## config.mk

```make
export PLATFORM = sky130hd
export DESIGN_NAME = iteration_vector_sequencer
export DESIGN_NICKNAME = d
export VERILOG_FILES = /design/src/rtl/iteration_vector_sequencer_pkg.sv /design/src/rtl/iteration_vector_sequencer_stage.sv /design/src/rtl/iteration_vector_sequencer.sv
export SDC_FILE = /design/constraint.sdc
export NUM_CORES = 1
export LEC_CHECK = 0
export CAP_MARGIN = 20
export CORE_ASPECT_RATIO = 0.8
export CORE_MARGIN = 2
export CORE_UTILIZATION = 53
export DETAILED_ROUTE_END_ITERATION = 10
export PLACE_DENSITY = 0.75
export SLEW_MARGIN = 20
export SYNTH_ARGS = -nofsm -noshare
export SYNTH_HDL_FRONTEND = slang
export SYNTH_HIERARCHICAL = 1
export SYNTH_SLANG_ARGS = --single-unit
```

## constraint.sdc

```tcl
create_clock -name clk -period 3.05 [get_ports clk]
set_input_delay 0.915 -clock clk [delete_from_list [all_inputs] [get_ports clk]]
set_output_delay 0.915 -clock clk [all_outputs]
set_load 0.1 [all_outputs]
```

## src/rtl/iteration_vector_sequencer_pkg.sv

```systemverilog
// Shared FSM encoding and config address map for the loop-nest sequencer.
// Address helpers take the dimension count because the package is not parameterized.
package iteration_vector_sequencer_pkg;

    typedef enum logic [1:0] {
        IDLE = 2'd0,
        RUN  = 2'd1,
        DONE = 2'd2
    } state_t;

    localparam int LB_BASE = 0;

    function automatic int ub_base(input int dim);
        return dim;
    endfunction

    function automatic int sel_addr(input int dim);
        return 2 * dim;
    endfunction

endpackage

```

## src/rtl/iteration_vector_sequencer_stage.sv

```systemverilog
// One loop dimension: programmable signed bounds plus its counter.
// The counter reloads to lb when it is stepped at ub and passes the carry up the nest.
module ivar_counter_stage
    import iteration_vector_sequencer_pkg::*;
#(
    parameter int W = 16
) (
    input  logic                clk,
    input  logic                rst_n,
    input  logic                lb_we,
    input  logic                ub_we,
    input  logic [W-1:0]        wdata,
    input  logic                load,
    input  logic                step_in,
    output logic signed [W-1:0] value,
    output logic                at_ub,
    output logic                lb_le_ub,
    output logic                carry_out
);

    logic signed [W-1:0] lb_q;
    logic signed [W-1:0] ub_q;

    always_ff @(posedge clk) begin
        if (!rst_n) begin
            lb_q  <= '0;
            ub_q  <= '0;
            value <= '0;
        end else begin
            if (lb_we) lb_q <= wdata;
            if (ub_we) ub_q <= wdata;
            // The increment is never taken at ub, so ub = max signed cannot wrap.
            if (load)
                value <= lb_q;
            else if (step_in)
                value <= at_ub ? lb_q : value + W'(1);
        end
    end

    assign at_ub     = (value == ub_q);
    assign lb_le_ub  = (lb_q <= ub_q);
    assign carry_out = step_in & at_ub;

endmodule

```

## src/rtl/iteration_vector_sequencer.sv

```systemverilog
// Loop-nest sequencer: walks a DIMENSION-deep rectangular space one point per advance,
// dimension 0 innermost, and drives the packed iteration vector plus mux select word.
module iteration_vector_sequencer
    import iteration_vector_sequencer_pkg::*;
#(
    parameter int ITERATION_VARIABLE_WIDTH = 16,
    parameter int DIMENSION                = 3,
    parameter int CFG_ADDR_WIDTH           = 4
) (
    input  logic                                             clk,
    input  logic                                             rst_n,
    input  logic                                             cfg_we,
    input  logic [CFG_ADDR_WIDTH-1:0]                        cfg_addr,
    input  logic [ITERATION_VARIABLE_WIDTH-1:0]              cfg_data,
    input  logic                                             start,
    input  logic                                             advance,
    output logic [0:DIMENSION*ITERATION_VARIABLE_WIDTH-1]    ivar,
    output logic [DIMENSION-1:0]                             ivar_sel,
    output logic                                             ivar_valid,
    output logic                                             last,
    output logic                                             busy,
    output logic                                             done
);

    localparam int W = ITERATION_VARIABLE_WIDTH;
    localparam int D = DIMENSION;
    localparam logic [CFG_ADDR_WIDTH-1:0] SEL_A = CFG_ADDR_WIDTH'(sel_addr(D));

    state_t state_q, state_d;

    logic [D-1:0]        at_ub, lb_le_ub, carry, step_in, lb_we, ub_we;
    logic [D-1:0][W-1:0] value;
    logic                cfg_wr, start_ok, step, last_raw;

    // A write coinciding with start is dropped so start sees the old bounds.
    assign cfg_wr   = cfg_we & (state_q == IDLE) & ~start;
    assign start_ok = (state_q == IDLE) & start & (&lb_le_ub);
    assign last_raw = &at_ub;
    assign step     = (state_q == RUN) & advance & ~last_raw;

    genvar k;
    generate
        for (k = 0; k < D; k++) begin : g_dim
            localparam logic [CFG_ADDR_WIDTH-1:0] LB_A = CFG_ADDR_WIDTH'(LB_BASE + k);
            localparam logic [CFG_ADDR_WIDTH-1:0] UB_A = CFG_ADDR_WIDTH'(ub_base(D) + k);

            assign lb_we[k] = cfg_wr & (cfg_addr == LB_A);
            assign ub_we[k] = cfg_wr & (cfg_addr == UB_A);

            if (k == 0) begin : g_inner
                assign step_in[k] = step;
            end else begin : g_outer
                assign step_in[k] = carry[k-1];
            end

            ivar_counter_stage #(.W(W)) u_stage (
                .clk       (clk),
                .rst_n     (rst_n),
                .lb_we     (lb_we[k]),
                .ub_we     (ub_we[k]),
                .wdata     (cfg_data),
                .load      (start_ok),
                .step_in   (step_in[k]),
                .value     (value[k]),
                .at_ub     (at_ub[k]),
                .lb_le_ub  (lb_le_ub[k]),
                .carry_out (carry[k])
            );

            assign ivar[k*W +: W] = value[k];
        end
    endgenerate

    always_ff @(posedge clk) begin
        if (!rst_n) begin
            state_q  <= IDLE;
            ivar_sel <= '0;
        end else begin
            state_q <= state_d;
            if (cfg_wr && cfg_addr == SEL_A)
                ivar_sel <= cfg_data[D-1:0];
        end
    end

    always_comb begin
        state_d    = state_q;
        ivar_valid = 1'b0;
        busy       = 1'b0;
        done       = 1'b0;
        case (state_q)
            IDLE: if (start) state_d = (&lb_le_ub) ? RUN : DONE;
            RUN: begin
                ivar_valid = 1'b1;
                busy       = 1'b1;
                if (advance && last_raw) state_d = DONE;
            end
            DONE: begin
                done    = 1'b1;
                state_d = IDLE;
            end
            default: state_d = IDLE;
        endcase
        last = last_raw & ivar_valid;
    end

endmodule

```

==> results.py <==
metrics = {
    "drt": {
        "wl_um": 28300,
        "drt_first_pass_iters": 6,
        "drcViolationCount": 0,
        "avgViaCountPerCell": 6.06,
        "vias": 8689,
        "first_iter_violations": 955,
        "wl_per_cell_um": 19.8,
        "drtAntennaViolNets": 0,
    },
    "clock_network": {
        "root_buffer": "clkbuf_16",
        "clock-sinks": 149,
        "h-tree-depth": 4,
        "cts.path.max_buffers": 2,
        "cts_tree": "built",
        "clkLatencyLatePin_ns": 0.43,
        "clk_pin_slew_ns": 0.06,
        "ctsHoldBuffers": 0,
        "numCtsBuffers": 17,
    },
    "setup_path": {
        "reg2reg_slack_ns": -0.09,
        "worstPathRequired_ns": 3.37,
        "cp_data_arrival_time_ns": 3.46,
        "cp-start-kind": "register",
        "crit_top_cell": "a21o_1",
        "slowest_stage": "dfxtp_2",
        "reg2reg_depth": 15,
        "cp_max_fo": 4,
        "cp-end-kind": "register",
        "max_stage_delay_ns": 0.35,
        "path_cells": "inv_2 > ha_4 > a21o_1 > a21o_1 > a21oi_2 > o2111ai_2 > o31ai_2 > nand3_2 > nor4b_4 > buf_4 > buf_6 > inv_4 > o41a_1 > a21o_1 > a311o_1",
        "critPathKind": "reg -> reg",
    },
    "pwr": {
        "switching_power_w": 0.00342,
        "p_per_area_nw_per_um2": 695,
        "combPwrFrac": 0.477,
        "power_w": 0.00833,
        "power_frac_seq": 0.270,
        "p_sw_frac": 0.410,
        "internal_power_w": 0.00491,
        "p_leak_nw": 4.52,
        "ir_worst_vdd_v": 0.000747,
        "clkPwrFrac": 0.253,
    },
    "die": {
        "fp-row-count": 42,
        "start_util": 0.542,
        "die-area_um2": 18000,
        "fp.coreArea_um2": 16600,
        "dieHeight_um": 120,
        "die_w_um": 149,
        "io_pins": 80,
    },
    "sta": {
        "fmax_mhz": 318,
        "slew_viol_final": 0,
        "final_hold_viol_count": 0,
        "relSlewSlack": 0.672,
        "rsz0062_at_grt": "true",
        "holdWs_ns": 0.489,
        "period_needed_ns": 3.14,
        "fin_ws_ns": -0.0946,
        "finalCritPeriodShare": 1.03,
        "fin_worst_skew_ns": 0.00904,
        "setup-tns-final_ns": -0.858,
        "setup_viol": 23,
        "worstMarginPinSlew_ns": 0.491,
    },
    "synth": {
        "synth_nets": 1113,
        "syn-cell-area_um2": 8960,
        "syn_inst": 1037,
        "yosysWarningCount": 6,
        "avgSynthCellArea_um2": 8.64,
    },
    "global_route": {
        "grt_pass1_wl_um": 42200,
        "grt_pass1_vias": 7834,
        "grt_util_all_layers": 0.301,
        "antenna_found_initial": 0,
        "gr-total-overflow": 0,
        "grt_max_degree": 38,
    },
    "status": {
        "status": "complete, but fails checks",
        "violations": "negative setup slack",
    },
    "finish": {
        "drive_gt1_frac": 0.310,
        "final_cells": 1435,
        "fin_util": 0.724,
        "nets": 1280,
        "n_antenna_cell": 0,
        "syn_to_final_growth_pct": 33.7,
    },
    "place": {
        "io_buffers": 79,
        "place_hpwl_um": 19200,
        "gp_congestion": 0.901,
        "dp.cells": 1375,
    },
    "hold_path": {
        "hold_class": "reg -> reg",
        "whs_path_depth": 2,
    },
    "flow_run": {
        "cap_violations": 0,
    },
}
==> timing repair <==
action | in CTS | in global routing
buffers inserted | 12 | 13
cloned | 0 | 7
hold endpoints to repair | 0 | 0
resized for setup | 33 | 83
pin swaps | 25 | 42
setup endpoints to repair | 46 | 49
==> metal layers <==
| layer | GRT usage | wire length [um] |
|---|---|---|
| met1 | 0.428 | 12400 |
| met2 | 0.467 | 13000 |
| met3 | 0.0517 | 2190 |
| met4 | 0.0940 | 732 |
| met5 | 0 | 0 |
==> path summary, 6_finish.rpt <==
check / startpoint / endpoint
worst min register to register: ivar_sel[2]$_SDFFE_PN0P_ / ivar_sel[2]$_SDFFE_PN0P_
worst max register to register: g_dim[1].u_stage/ub_q[9]$_SDFFE_PN0P_ / g_dim[2].u_stage/value[9]$_SDFFE_PN0P_
worst min-delay path: ivar_sel[2]$_SDFFE_PN0P_ / ivar_sel[2]$_SDFFE_PN0P_
worst max-delay path: g_dim[1].u_stage/ub_q[9]$_SDFFE_PN0P_ / g_dim[2].u_stage/value[9]$_SDFFE_PN0P_
==> metrics by stage <==
| step | area [um^2] | setup slack, ns |
|---|---|---|
| 6_report | 12000 | -0.0946 |
| 5_1_grt | 12000 | -0.183 |
| 4_1_cts | 11500 | -0.0570 |
| 3_5_place_dp | 10700 | -0.122 |
| 3_3_place_gp | 10700 | -0.0251 |
| 2_1_floorplan | 9270 | -0.0604 |
==> cell usage in the layout, fill, tap and decap left out, types with 6 or more instances in the layout <==
master	instances
buf_4	161
nor2_1	127
mux2i_1	114
dfxtp_1	83
inv_1	63
nand2_1	55
ha_1	44
dfxtp_4	42
xnor2_1	39
a31oi_1	32
nand4_1	30
nand3_1	29
dfxtp_2	24
clkdlybuf4s50_1	24
a21oi_1	23
nand3b_1	21
clkbuf_16	20
a21o_1	18
or3_1	18
xnor2_2	17
buf_6	16
nor4_1	16
o21ai_0	12
o21a_1	10
nor3_1	9
nand2b_1	8
a21oi_2	8
buf_12	7
and3_1	6
ha_4	6
==> state kept, by name (all words and copies together) (netlist names) <==
signal and count:
state_q 2, g_dim.u_stage/value 48, g_dim.u_stage/lb_q 48, g_dim.u_stage/ub_q 48, ivar_sel 3
==> power groups by stage <==
stage          Clock (W)  Combinational [W]  Sequential, W
3_5_place_dp           0            0.00314        0.00227
6_report         0.00211            0.00397        0.00225
3_3_place_gp           0            0.00311        0.00227
5_1_grt          0.00223            0.00411        0.00226
2_1_floorplan          0            0.00175        0.00274
4_1_cts          0.00213            0.00333        0.00224
==> critical path, delay by kind of cell, from the launching register on <==
kind                       cells  cell delay [ns]
and+or+nand+nor                2             0.46
DFF                            1             0.35
AOI/OAI and AO/OA              8             1.63
buffers and inverters          4             0.37
adders and majority gates      1             0.21
==> layout make-up <==
class	instances	area, um^2
Multi-Input combinational cell	752	5850
Fill cell	1185	4570
Sequential cell	149	3170
Timing Repair Buffer	210	1810
Clock buffer	28	549
Inverter	74	290
Tap cell	220	275
Clock inverter	2	37.5
(Power assumes the default switching activity.)
